**src/rtl/hexload_ctl.sv**
```systemverilog
// Load-session controller: buffers HEX receiver bytes in a small FIFO, holds the CPU off the bus,
// writes the bytes to memory, then restarts the CPU once the load has gone quiet.
module hexload_ctl #(
    parameter int FIFO_AW      = 2,
    parameter int IDLE_TIMEOUT = 1000000,
    parameter int RESET_LEN    = 16
) (
    input  logic        clk_i,
    input  logic        rst_n,
    input  logic        ce_i,
    input  logic        hex_wr_i,
    input  logic [21:0] hex_addr_i,
    input  logic [7:0]  hex_data_i,
    input  logic        hex_error_i,
    output logic        hold_req_o,
    input  logic        hold_ack_i,
    output logic        cpu_reset_o,
    output logic        mem_req_o,
    output logic [21:0] mem_addr_o,
    output logic [7:0]  mem_data_o,
    input  logic        mem_ack_i,
    output logic        loading_o,
    output logic        err_o,
    output logic        overflow_o,
    output logic [15:0] nbytes_o
);
    localparam int DEPTH = 1 << FIFO_AW;
    localparam int CW    = FIFO_AW + 1;
    localparam int IW    = $clog2(IDLE_TIMEOUT + 1);
    localparam int RW    = $clog2(RESET_LEN + 1);

    localparam logic [CW-1:0]      FULL_CNT   = CW'(DEPTH);
    localparam logic [CW-1:0]      CNT_ONE    = CW'(1);
    localparam logic [FIFO_AW-1:0] PTR_ONE    = FIFO_AW'(1);
    localparam logic [IW-1:0]      IDLE_LAST  = IW'(IDLE_TIMEOUT - 1);
    localparam logic [IW-1:0]      IDLE_ONE   = IW'(1);
    localparam logic [RW-1:0]      RESET_LAST = RW'(RESET_LEN - 1);
    localparam logic [RW-1:0]      RESET_ONE  = RW'(1);

    localparam logic [2:0] S_IDLE      = 3'd0;
    localparam logic [2:0] S_HOLD_WAIT = 3'd1;
    localparam logic [2:0] S_ACTIVE    = 3'd2;
    localparam logic [2:0] S_DRAIN     = 3'd3;
    localparam logic [2:0] S_RESET     = 3'd4;

    logic [2:0]         state_q,     state_d;
    logic [FIFO_AW-1:0] wr_ptr_q,    wr_ptr_d;
    logic [FIFO_AW-1:0] rd_ptr_q,    rd_ptr_d;
    logic [CW-1:0]      count_q,     count_d;
    logic [IW-1:0]      idle_cnt_q,  idle_cnt_d;
    logic [RW-1:0]      rst_cnt_q,   rst_cnt_d;
    logic               granted_q,   granted_d;
    logic               mem_req_q,   mem_req_d;
    logic [21:0]        mem_addr_q,  mem_addr_d;
    logic [7:0]         mem_data_q,  mem_data_d;
    logic               err_q,       err_d;
    logic               overflow_q,  overflow_d;
    logic [15:0]        nbytes_q,    nbytes_d;
    logic               hold_req_q,  hold_req_d;
    logic               cpu_reset_q, cpu_reset_d;
    logic               loading_q,   loading_d;

    logic [21:0] fifo_addr [DEPTH];
    logic [7:0]  fifo_data [DEPTH];

    logic fifo_empty, fifo_full, accept, pop, push, can_write;

    // Strobes are taken while a session can still accept bytes; DRAIN and RESET drop them silently.
    assign fifo_empty = (count_q == '0);
    assign fifo_full  = (count_q == FULL_CNT);
    assign accept     = hex_wr_i &&
                        (state_q == S_IDLE || state_q == S_HOLD_WAIT || state_q == S_ACTIVE);
    assign pop        = mem_req_q && mem_ack_i;
    assign push       = accept && (!fifo_full || pop);
    // A DRAIN entered straight from HOLD_WAIT must still wait for the bus before writing.
    assign can_write  = (state_q == S_ACTIVE) || (state_q == S_DRAIN && granted_q);

    always_comb begin
        // NOTE: every _d signal gets a default before any branch so no path infers a latch.
        state_d     = state_q;
        idle_cnt_d  = '0;
        rst_cnt_d   = rst_cnt_q;
        granted_d   = granted_q;
        mem_req_d   = mem_req_q;
        mem_addr_d  = mem_addr_q;
        mem_data_d  = mem_data_q;
        err_d       = err_q;
        overflow_d  = overflow_q || (accept && fifo_full && !pop);
        nbytes_d    = nbytes_q;
        wr_ptr_d    = push ? wr_ptr_q + PTR_ONE : wr_ptr_q;
        rd_ptr_d    = pop  ? rd_ptr_q + PTR_ONE : rd_ptr_q;
        count_d     = count_q;

        if (push && !pop) begin
            count_d = count_q + CNT_ONE;
        end else if (pop && !push) begin
            count_d = count_q - CNT_ONE;
        end

        // A raised request holds its entry until acked; the next one rises a cycle after the drop.
        if (pop) begin
            mem_req_d = 1'b0;
            if (nbytes_q != 16'hFFFF) begin
                nbytes_d = nbytes_q + 16'd1;
            end
        end else if (!mem_req_q && !fifo_empty && can_write) begin
            mem_req_d  = 1'b1;
            mem_addr_d = fifo_addr[rd_ptr_q];
            mem_data_d = fifo_data[rd_ptr_q];
        end

        case (state_q)
            S_IDLE: begin
                if (hex_wr_i) begin
                    state_d    = S_HOLD_WAIT;
                    err_d      = 1'b0;
                    overflow_d = 1'b0;
                    nbytes_d   = '0;
                    granted_d  = 1'b0;
                end
            end
            S_HOLD_WAIT: begin
                if (hex_error_i) begin
                    err_d   = 1'b1;
                    state_d = S_DRAIN;
                end else if (hold_ack_i) begin
                    granted_d = 1'b1;
                    state_d   = S_ACTIVE;
                end
            end
            S_ACTIVE: begin
                if (!hex_wr_i && fifo_empty) begin
                    idle_cnt_d = idle_cnt_q + IDLE_ONE;
                end
                if (hex_error_i) begin
                    err_d   = 1'b1;
                    state_d = S_DRAIN;
                end else if (!hex_wr_i && fifo_empty && idle_cnt_q == IDLE_LAST) begin
                    rst_cnt_d = '0;
                    state_d   = S_RESET;
                end
            end
            S_DRAIN: begin
                if (hold_ack_i) begin
                    granted_d = 1'b1;
                end
                if (fifo_empty && !mem_req_q) begin
                    state_d = S_IDLE;
                end
            end
            S_RESET: begin
                if (rst_cnt_q == RESET_LAST) begin
                    state_d = S_IDLE;
                end else begin
                    rst_cnt_d = rst_cnt_q + RESET_ONE;
                end
            end
            default: state_d = S_IDLE;
        endcase

        hold_req_d  = (state_d == S_HOLD_WAIT) || (state_d == S_ACTIVE) || (state_d == S_DRAIN);
        cpu_reset_d = (state_d == S_RESET);
        loading_d   = (state_d != S_IDLE);
    end

    // NOTE: the FIFO storage has no reset; the pointers and count reset, so stale entries are never read.
    always_ff @(posedge clk_i) begin
        if (ce_i && push) begin
            fifo_addr[wr_ptr_q] <= hex_addr_i;
            fifo_data[wr_ptr_q] <= hex_data_i;
        end
    end

    // NOTE: all state updates use non-blocking assignments so every register sees pre-edge values.
    always_ff @(posedge clk_i or negedge rst_n) begin
        if (!rst_n) begin
            state_q     <= S_IDLE;
            wr_ptr_q    <= '0;
            rd_ptr_q    <= '0;
            count_q     <= '0;
            idle_cnt_q  <= '0;
            rst_cnt_q   <= '0;
            granted_q   <= 1'b0;
            mem_req_q   <= 1'b0;
            mem_addr_q  <= '0;
            mem_data_q  <= '0;
            err_q       <= 1'b0;
            overflow_q  <= 1'b0;
            nbytes_q    <= '0;
            hold_req_q  <= 1'b0;
            cpu_reset_q <= 1'b0;
            loading_q   <= 1'b0;
        end else if (ce_i) begin
            state_q     <= state_d;
            wr_ptr_q    <= wr_ptr_d;
            rd_ptr_q    <= rd_ptr_d;
            count_q     <= count_d;
            idle_cnt_q  <= idle_cnt_d;
            rst_cnt_q   <= rst_cnt_d;
            granted_q   <= granted_d;
            mem_req_q   <= mem_req_d;
            mem_addr_q  <= mem_addr_d;
            mem_data_q  <= mem_data_d;
            err_q       <= err_d;
            overflow_q  <= overflow_d;
            nbytes_q    <= nbytes_d;
            hold_req_q  <= hold_req_d;
            cpu_reset_q <= cpu_reset_d;
            loading_q   <= loading_d;
        end
    end

    assign hold_req_o  = hold_req_q;
    assign cpu_reset_o = cpu_reset_q;
    assign mem_req_o   = mem_req_q;
    assign mem_addr_o  = mem_addr_q;
    assign mem_data_o  = mem_data_q;
    assign loading_o   = loading_q;
    assign err_o       = err_q;
    assign overflow_o  = overflow_q;
    assign nbytes_o    = nbytes_q;

endmodule

```
**config.mk**
```make
export PLATFORM = sky130hd
export DESIGN_NAME = hexload_ctl
export DESIGN_NICKNAME = d
export VERILOG_FILES = /design/src/rtl/hexload_ctl.sv
export SDC_FILE = /design/constraint.sdc
export NUM_CORES = 1
export LEC_CHECK = 0
export BUFFER_PORTS_ARGS = -buffer_cell sky130_fd_sc_hd__buf_2
export CORE_ASPECT_RATIO = 0.75
export CORE_MARGIN = 2
export CORE_UTILIZATION = 43
export DETAILED_ROUTE_END_ITERATION = 8
export GPL_TIMING_DRIVEN = 0
export PLACE_DENSITY = 0.62
export SYNTH_ARGS = -nofsm -noshare
export SYNTH_HDL_FRONTEND = slang
export SYNTH_SLANG_ARGS = --single-unit
export TNS_END_PERCENT = 50
```
**constraint.sdc**
```tcl
create_clock -name clk_i -period 3 [get_ports clk_i]
set_clock_uncertainty 0.05 [all_clocks]
set_input_delay 0.6 -clock clk_i [delete_from_list [all_inputs] [get_ports clk_i]]
set_output_delay 0.6 -clock clk_i [all_outputs]
set_load 0.01 [all_outputs]
```
== Word-level counts from Yosys, hierarchy flattened ==
Memories as Yosys holds them, arrays and structs flattened. A register that Yosys moved wholly into a read port is not among the register bits.
Index checks and enable logic that the tools add are counted.
Operators by class
  $add $sub $neg: 7
  eq/ne operators: 18
  muxes and demuxes: 32
  bitwise gates (word level): 1
  reduce and logical (&&, ||, !) cells: 46
Operators by type and width (number)
  16-bit 2-to-1 mux: 4
  20-bit 2-to-1 mux: 2
  3-bit 2-to-1 mux: 9
  20-bit by 1-bit adder with 20-bit output, second input constant: 1
  20-bit equality test, second input constant: 1
  16-bit by 1-bit adder with 16-bit output, second input constant: 1
  16-bit != test, second input constant: 1
  5-bit 2-to-1 mux: 3
  3-bit case mux with 5 select lines: 1
  1-bit logical AND: 14
  3-bit by 2-bit equality test with 1-bit output, second input constant: 4
  1-bit 2-to-1 mux: 10
  5-bit case mux with 2 select lines: 1
  3-bit equality test, second input constant: 3
  1-bit zero test: 8
  2-bit != test, second input constant: 4
  2-bit AND reduction: 4
  4-bit AND reduction: 2
  2-bit nonzero test: 4
  1-bit logical OR: 7
  3-bit by 1-bit equality test with 1-bit output, second input constant: 2
  3-bit zero test: 2
  3-bit nonzero test: 2
  5-bit by 1-bit adder with 5-bit output, second input constant: 1
  11 further kinds: 13
Word-level totals
  register bits: 58
  RAM bits: 120
  input port bits: 37
  output and inout bits: 52
  memories: 2
Memories
  fifo_addr: words 4, width 22, read ports 1, clocked after Yosys merged registers in 1, wr ports 1, line 63  | logic [21:0] fifo_addr [DEPTH];
  fifo_data: words 4, width 8, read ports 1, clocked after Yosys merged registers in 1, wr ports 1, line 64  | logic [7:0] fifo_data [DEPTH];

== Longest topological paths before layout ==
Gate-level depths: netlist of run 1.
  word-level depth: 9
  mapped depth: 9

== Worst setup path before layout of run 1 ==
Ideal clock, no wire load.
  path type: input to register
  start point: input ce_i
  end point: memory fifo_addr[0][0] (enable)
  setup time: 390 ps
  arrival: 2203 ps
  required time: 2560 ps
  setup slack: 357 ps
  stages: 6
  buffers on the path: 1
  cells stage by stage: buf_2 > inv_1 > nor2_1 > nand3_1 > nor2_1 > and2_1
On the way
  word-level cells in the longest chain between the ends: 3
Ends and longest elaborated chain
  from (decl): line 10  | input logic ce_i,
  1-bit logical AND: line 168  | if (ce_i && push) begin
  1-bit 2-to-1 mux: line 168
  1-bit 2-to-1 mux (implied by the code): line 169  | fifo_addr[wr_ptr_q] <= hex_addr_i;
  to (decl): line 63
No other way between the ends.

== Final worst setup path of run 1 ==
  start point: register state_q[2]
  end point: memory fifo_addr[3][12] (enable)
On the way
  word-level cells in the longest chain between the ends: 8
  elaborated cells on any way between the ends: 10
Ends and longest elaborated chain
  from (decl): line 46  | logic [2:0] state_q, state_d;
  from (signal assigned): line 194  | state_q <= state_d;
  3-bit by 1-bit equality test with 1-bit output / 3-bit zero test (equally long branches): line 72  | (state_q == S_IDLE || state_q == S_HOLD_WAIT || state_q == S_ACTIVE);
  1-bit logical OR: line 72
  1-bit logical OR (*): line 72
  1-bit logical AND (*): line 71  | assign accept = hex_wr_i &&
  1-bit logical AND (*): line 74  | assign push = accept && (!fifo_full || pop);
  1-bit logical AND (*): line 168
  1-bit 2-to-1 mux (*): line 168
  1-bit 2-to-1 mux (implied by the code) (*): line 169
Mark *: on every way between the ends. The rest lies on a longest branch, timed or not.

==> results of run 1 <==
-- worst max path at each step --
stage / from / end / depth (start not counted)
floorplan: ce_i / fifo_addr[0][0] / 6
global placement: ce_i / fifo_addr[1][20] / 6
detailed placement: ce_i / fifo_data[2][7] / 6
CTS: state_q[2] / fifo_data[2][6] / 4
global route: state_q[1] / fifo_data[2][6] / 5
finish: state_q[2] / fifo_addr[3][12] / 4
-- power breakdown --
part / switching [uW] / internal [uW] / leakage [uW]
logic: 1070 / 1030 / 0.00130
clock network: 1040 / 1520 / 0.000334
registers: 278 / 3530 / 0.00220
-- final cells by class --
class                           count  area [um^2]  area share
Antenna cell                        3        7.507   0.0007431
Buffer                             24        98.84    0.009784
Clock buffer                       33        623.1     0.06168
Clock inverter                      7        57.56    0.005697
Inverter                           15        56.30    0.005573
Multi-Input combinational cell    322         2671      0.2644
Sequential cell                   208         5806      0.5747
Tap cell                          253        316.6     0.03134
Timing Repair Buffer               88        465.4     0.04607
-- stage by stage --
stage,TNS (ns),setup WS [ns],power (uW)
2_1_floorplan,0,0.3572,5252
3_3_place_gp,-74.62,-0.6265,5932
3_5_place_dp,-5.419,-0.06431,6018
4_1_cts,0,0.4436,8598
5_1_grt,0,0.2902,8922
6_report,0,0.4790,8471
-- sequential cells by signal (all words and copies together), names as in the netlist --
register,cells
fifo_addr,88
fifo_data,32
mem_addr_o,22
idle_cnt_q,20
nbytes_o,16
mem_data_o,8
rst_cnt_q,5
count_q,3
state_q,3
rd_ptr_q,2
wr_ptr_q,2
cpu_reset_o,1
err_o,1
granted_q,1
hold_req_o,1
loading_o,1
mem_req_o,1
overflow_o,1
-- synthesized netlist by cell type (3+ instances only) --
master,count,area (um^2)
a211oi_1,4,30.03
a21o_1,5,37.54
a21oi_1,12,60.06
a31oi_1,5,31.28
a41oi_1,4,35.03
and2_1,4,25.02
and3_1,8,50.05
and4_1,6,52.55
buf_2,7,35.03
clkbuf_1,15,56.30
dfrtp_1,88,2202
edfxtp_1,120,3603
ha_1,9,112.6
inv_1,15,56.30
mux2_2,32,360.4
mux4_2,30,675.7
nand2_1,29,108.9
nand3_1,22,110.1
nand4_1,10,62.56
nor2_1,32,120.1
nor3_1,15,75.07
nor4_1,9,56.30
o21ai_0,23,115.1
o21ai_1,3,15.01
o31ai_1,5,37.54
or3_1,4,25.02
xnor2_1,15,131.4
xor2_1,5,43.79
-- routing by layer --
metal / share of wire / vias to the layer above / wire [um]
met3: 0.054 / 41 / 970
met5: 0.00067 / - / 12
li1: - / 2433 / -
met1: 0.45 / 2651 / 8033
met2: 0.48 / 145 / 8591
met4: 0.022 / 2 / 398
-- logic make-up (layout without fill, tap and decap cells) --
logic type / Yosys count / count (layout) / share of synthesized area
DFF: 208 / 208 / 0.6730
and+or+nand+nor: 152 / 152 / 0.09296
AOI/OAI and AO/OA: 76 / 76 / 0.05744
muxes: 64 / 64 / 0.1230
buffers and inverters: 39 / 167 / 0.01798
xor gates and xnor gates: 20 / 20 / 0.02030
adders and majority gates: 10 / 10 / 0.01537
other: 0 / 3 / 0
==> results by group, run 1 <==
Drt
  – DRT iter0 DRCs: 389
  – Routed wire length: roughly 18000 um
  – # DRC: 0
  – DR vias: around 5300
  – Avg WL per Cell: about 19 um
  – First drt pass iteration count: 5
  – Final ANT Viol Nets: 0
  – Via density: 5.532

Die
  – Cell Rows: 44
  – Die footprint: 21220 um^2
  – I/O Pins: 89
  – Initial Util: 0.4427
  – Core Area: 19490 um^2
  – Height of the chip: 126.7 um
  – Die X: 167.6 um

Yosys
  – Post-Syn Instances: 569
  – Syn Area/Cell: ~15 um^2
  – Seq cells post-synth: between 200 and 250
  – Post-synth ARST share: 0.4231
  – Register area share after synthesis: 0.6730
  – Synth cell types: 52
  – Most used DFF post-synth: edfxtp_1
  – Yosys warns: 0
  – Post-Synthesis Cell Area: 8627 um^2
  – EDFF count, synth: 120
  – Syn_nets: 616

Critical path
  – Req. time, crit path: approximately 3 ns
  – Crit path max-delay cell type: and2_2
  – Worst reg2reg startpoint: state_q[2]
  – CP Buf/Inv Count: 0
  – Arr. time, crit path: roughly 2.6 ns
  – Crit Reg-Reg Endpoint: fifo_addr[3][12]
  – R2R Setup Slk: around 0.48 ns
  – Critical path, cell by cell: nor2_1 > nand3_1 > nor2_1 > and2_2
  – Crit-path most repeated cell: nor2_1
  – Largest stage delay, worst path: 0.82 ns
  – Worst setup EP type: register
  – R2R cell count: 4
  – Critical path startpoint category: register
  – Cell family with most CP delay: simple AND/OR/NAND/NOR gates
  – Worst setup path class: register to register
  – Crit path max fanout: 30

Timing
  – Fmax: around 0.40 GHz
  – Pins Over Slew Limit: 0
  – Relative slew slack: 0.3905
  – Final Hold Viols: 0
  – RSZ-0062 raised after global routing: no
  – Min cycle time layout: 2.521 ns
  – Final worst-path cycle share: 0.8403
  – WHS: ~0.064 ns
  – Slew @ Worst Pin: ~0.9 ns
  – Number of setup violations in the final report: 0

Placement
  – GPL Wtd Cong: 0.8123
  – Dpl hpwl: 11750 um
  – Post-Place Cells: 910
  – Placed Area: between 9000 and 10000 um^2
  – Port Buffer Count: 87

Global routing
  – Grt met2 use: 0.2861
  – First-pass GRT wire length: 28570 um
  – Total track usage: 0.1713
  – Gr busiest metal: met2
  – Met1 capacity usage during global routing: 0.2289
  – M3 GR Usage: 0.03931
  – GRT overflow: 0
  – Vias in the first global route: 5424
  – Antenna violations before repair: 4
  – Largest net degree at the start of global routing: 48

Clock network
  – CTS Hold Bufs: 0
  – Reg clk slew, reported paths: 0.06 ns
  – Number of clock sinks: 208
  – Worst-skew pair later-pin latency: 0.49 ns
  – CTS H-tree lvls: 1
  – Cts bufs inserted: 22
  – CTS tree: built
  – CTS max path bufs: 3
  – Post-CTS sizing: 0
  – Postcts setup bufs: 0
  – Clock Tree Root: clkbuf_16

Layout
  – Fillers: 1641
  – Finished Layout Cells: about 950
  – Commonest cells after routing, fill and taps aside: edfxtp_1, buf_2, dfrtp_1
  – Design Area, Final: 10100 um^2
  – Layout cells sized above 1: 0.2812
  – Area growth syn-to-layout: 17.10%
  – Core Util, Final: 0.5184
  – Total Nets Final: 728
  – Most common cell after layout, fill and taps aside: edfxtp_1

Status
  – Outcome: finished, final reports clean

Flow run
  – Maxcap violations: 0

Hold path
  – Hold/Removal Path Class: input pin to asynchronous set/reset pin

Pwr
  – Pwr/cell area: 838.6 nW/um^2
  – Peak VDD IR: 0.0004406 V
  – LEAKAGE: ~0.0038 uW
Power figures use the tool's default switching activity.
==> inputs of run 2 (changes only) <==
--- a/config.mk
+++ b/config.mk
@@ -11,7 +11,7 @@
 export CORE_UTILIZATION = 43
 export DETAILED_ROUTE_END_ITERATION = 8
 export GPL_TIMING_DRIVEN = 0
-export PLACE_DENSITY = 0.62
+export PLACE_DENSITY = 0.65
 export SYNTH_ARGS = -nofsm -noshare
 export SYNTH_HDL_FRONTEND = slang
 export SYNTH_SLANG_ARGS = --single-unit
==> constraint.sdc (replaced) <==
create_clock -name clk_i -period 2.2 [get_ports clk_i]
set_clock_uncertainty 0.05 [all_clocks]
set_input_delay 0.44 -clock clk_i [delete_from_list [all_inputs] [get_ports clk_i]]
set_output_delay 0.44 -clock clk_i [all_outputs]
set_load 0.01 [all_outputs]
==> run 2 against run 1 <==
  * Non-clock buffer count up 5
  * Worst hold slack improved by 0.044 ns
  * Cell count is 0.10% higher
  * Cell area rose by 1.4%
  * Sequential share of layout area down 0.74 points
  * Via count increased by 0.47%
  * Die area unchanged
  * Setup slack got worse by 0.43 ns
  * Flip-flop and latch count stayed put
  * Power grew 39%
  * Routed wire length grew 0.33%
  * Critical path type unchanged
  * Sequential power increased by 37%
  * Largest power group unchanged
==> results by group, run 2 (synthesized netlist as in run 1, its figures left out) <==
Critical path
  – Req. time, crit path: 2.53 ns
  – Critical path startpoint category: register
  – R2R cell count: 5
  – Crit path max fanout: 7
  – R2R Setup Slk: roughly 0.053 ns
  – Crit Reg-Reg Endpoint: rst_cnt_q[0]
  – Arr. time, crit path: 2.48 ns
  – Worst reg2reg startpoint: idle_cnt_q[12]
  – Worst setup EP type: register
  – Worst setup path class: register to register

Placement
  – Post-Place Cells: 910
  – Dpl hpwl: ~11000 um
  – GPL Wtd Cong: 0.8859
  – Port Buffer Count: 87

Pwr
  – Peak VDD IR: 0.0006874 V
  – Pwr/cell area: approximately 1100 nW/um^2
  – LEAKAGE: 0.003931 uW

Die
  – Core Area: 19490 um^2
  – Die X: about 170 um
  – Height of the chip: 126.7 um
  – Cell Rows: 44
  – Die footprint: 21220 um^2
  – Initial Util: 0.4427
  – I/O Pins: 89

Clock network
  – Clock Tree Root: clkbuf_16
  – CTS tree: built
  – CTS max path bufs: 3
  – Cts bufs inserted: 22
  – Reg clk slew, reported paths: ~0.060 ns
  – Worst-skew pair later-pin latency: about 0.5 ns
  – Number of clock sinks: 208
  – CTS H-tree lvls: 1

Timing
  – Fmax: 0.4657 GHz
  – Pins Over Slew Limit: 0
  – Final worst-path cycle share: 0.9760
  – Min cycle time layout: 2.147 ns
  – RSZ-0062 raised after global routing: yes
  – Number of setup violations in the final report: 0
  – Setup TNS: 0 ns
  – Slew @ Worst Pin: approximately 0.74 ns
  – Relative slew slack: 0.5080
  – Final Hold Viols: 0

Layout
  – Area growth syn-to-layout: 18.71%
  – Commonest cells after routing, fill and taps aside: edfxtp_1, buf_2, dfrtp_1
  – Finished Layout Cells: approximately 950
  – Fillers: 1647
  – Total Nets Final: 733
  – Most common cell after layout, fill and taps aside: edfxtp_1
  – Core Util, Final: 0.5255
  – FF/Latch Area: 5809 um^2
  – Number of flip-flops in the largest register: 88
  – Layout cells sized above 1: 0.3186
  – Largest Register: fifo_addr
  – Multi-input combinational cell area: around 2700 um^2

Drt
  – DR vias: 5297
  – Via density: ~5.6
  – Avg WL per Cell: ~19 um
  – Final ANT Viol Nets: 0
  – DRT iter0 DRCs: between 400 and 500
  – Routed wire length: 18070 um
  – First drt pass iteration count: 4
  – # DRC: 0

Hold path
  – Hold/Removal Path Class: input pin to register
  – Worst min-delay path startpoint: hex_addr_i[14]
  – Hold depth: 1
  – Worst hold endpoint: fifo_addr[1][14]

Global routing
  – GRT overflow: 0
  – Largest net degree at the start of global routing: 50
  – Total track usage: 0.1731
  – Antenna violations before repair: 3
  – Vias in the first global route: 5373
  – First-pass GRT wire length: 29060 um

Flow run
  – Maxcap violations: 0

Status
  – Outcome: finished, final reports clean
run 2: critical path, cell delays in order (launching register included):
cell and delay (ns):
dfrtp_1 0.43, or4b_4 0.59, nor3_4 0.24, nand4_1 0.17
a21o_4 0.31, mux2_4 0.25
run 2: worst max-delay path by stage:
stage	start	endpoint	slack (ns)	depth (start not counted)
floorplan	ce_i	fifo_addr[0][0]	-0.28	6
global placement	ce_i	fifo_data[0][1]	-1.23	6
detailed placement	ce_i	fifo_data[1][1]	-0.71	6
CTS	count_q[0]	mem_addr_o[3]	-0.09	5
global route	idle_cnt_q[10]	rst_cnt_q[0]	-0.05	6
finish	idle_cnt_q[12]	rst_cnt_q[0]	0.05	5
run 2: repair_timing:
action,4_1_cts,5_1_grt
buffers inserted,0,5
endpoints found under the setup margin,166,187
hold endpoints to repair,48,0
hold buffers,1,0
resized for setup,16,29
pin swaps,5,4
run 2: power breakdown:
group	total [uW]	switching, uW	internal, uW
logic	2950	1470	1490
registers	5200	390	4810
clock network	3590	1460	2140
run 2: stage by stage:
step / worst slack, ns / total power (uW) / cell area (um^2) / hold slack [ns]
floorplan: -0.2822 / 7161 / 8630 / 0.09441
global placement: -1.232 / 8074 / 9382 / 0.4108
detailed placement: -0.7122 / 8183 / 9407 / 0.4168
CTS: -0.09420 / 11860 / 10150 / 0.08747
global route: -0.04899 / 12380 / 10240 / 0.09190
finish: 0.05280 / 11740 / 10240 / 0.1086
run 2: layer usage:
metal  track usage  vias up  wire, um
met3       0.03588       29      1020
met4       0.04194        2       342
met5             0        -        13
met2        0.2758      157      8364
li1              -     2431         -
met1        0.2472     2678      8325
run 2: cell type report:
class,count,area share
Multi-Input combinational cell,322,0.2670
Antenna cell,1,0.0002443
Inverter,15,0.005498
Sequential cell,208,0.5673
Tap cell,253,0.03091
Clock buffer,27,0.05767
Buffer,23,0.01185
Timing Repair Buffer,94,0.04936
Clock inverter,11,0.01026
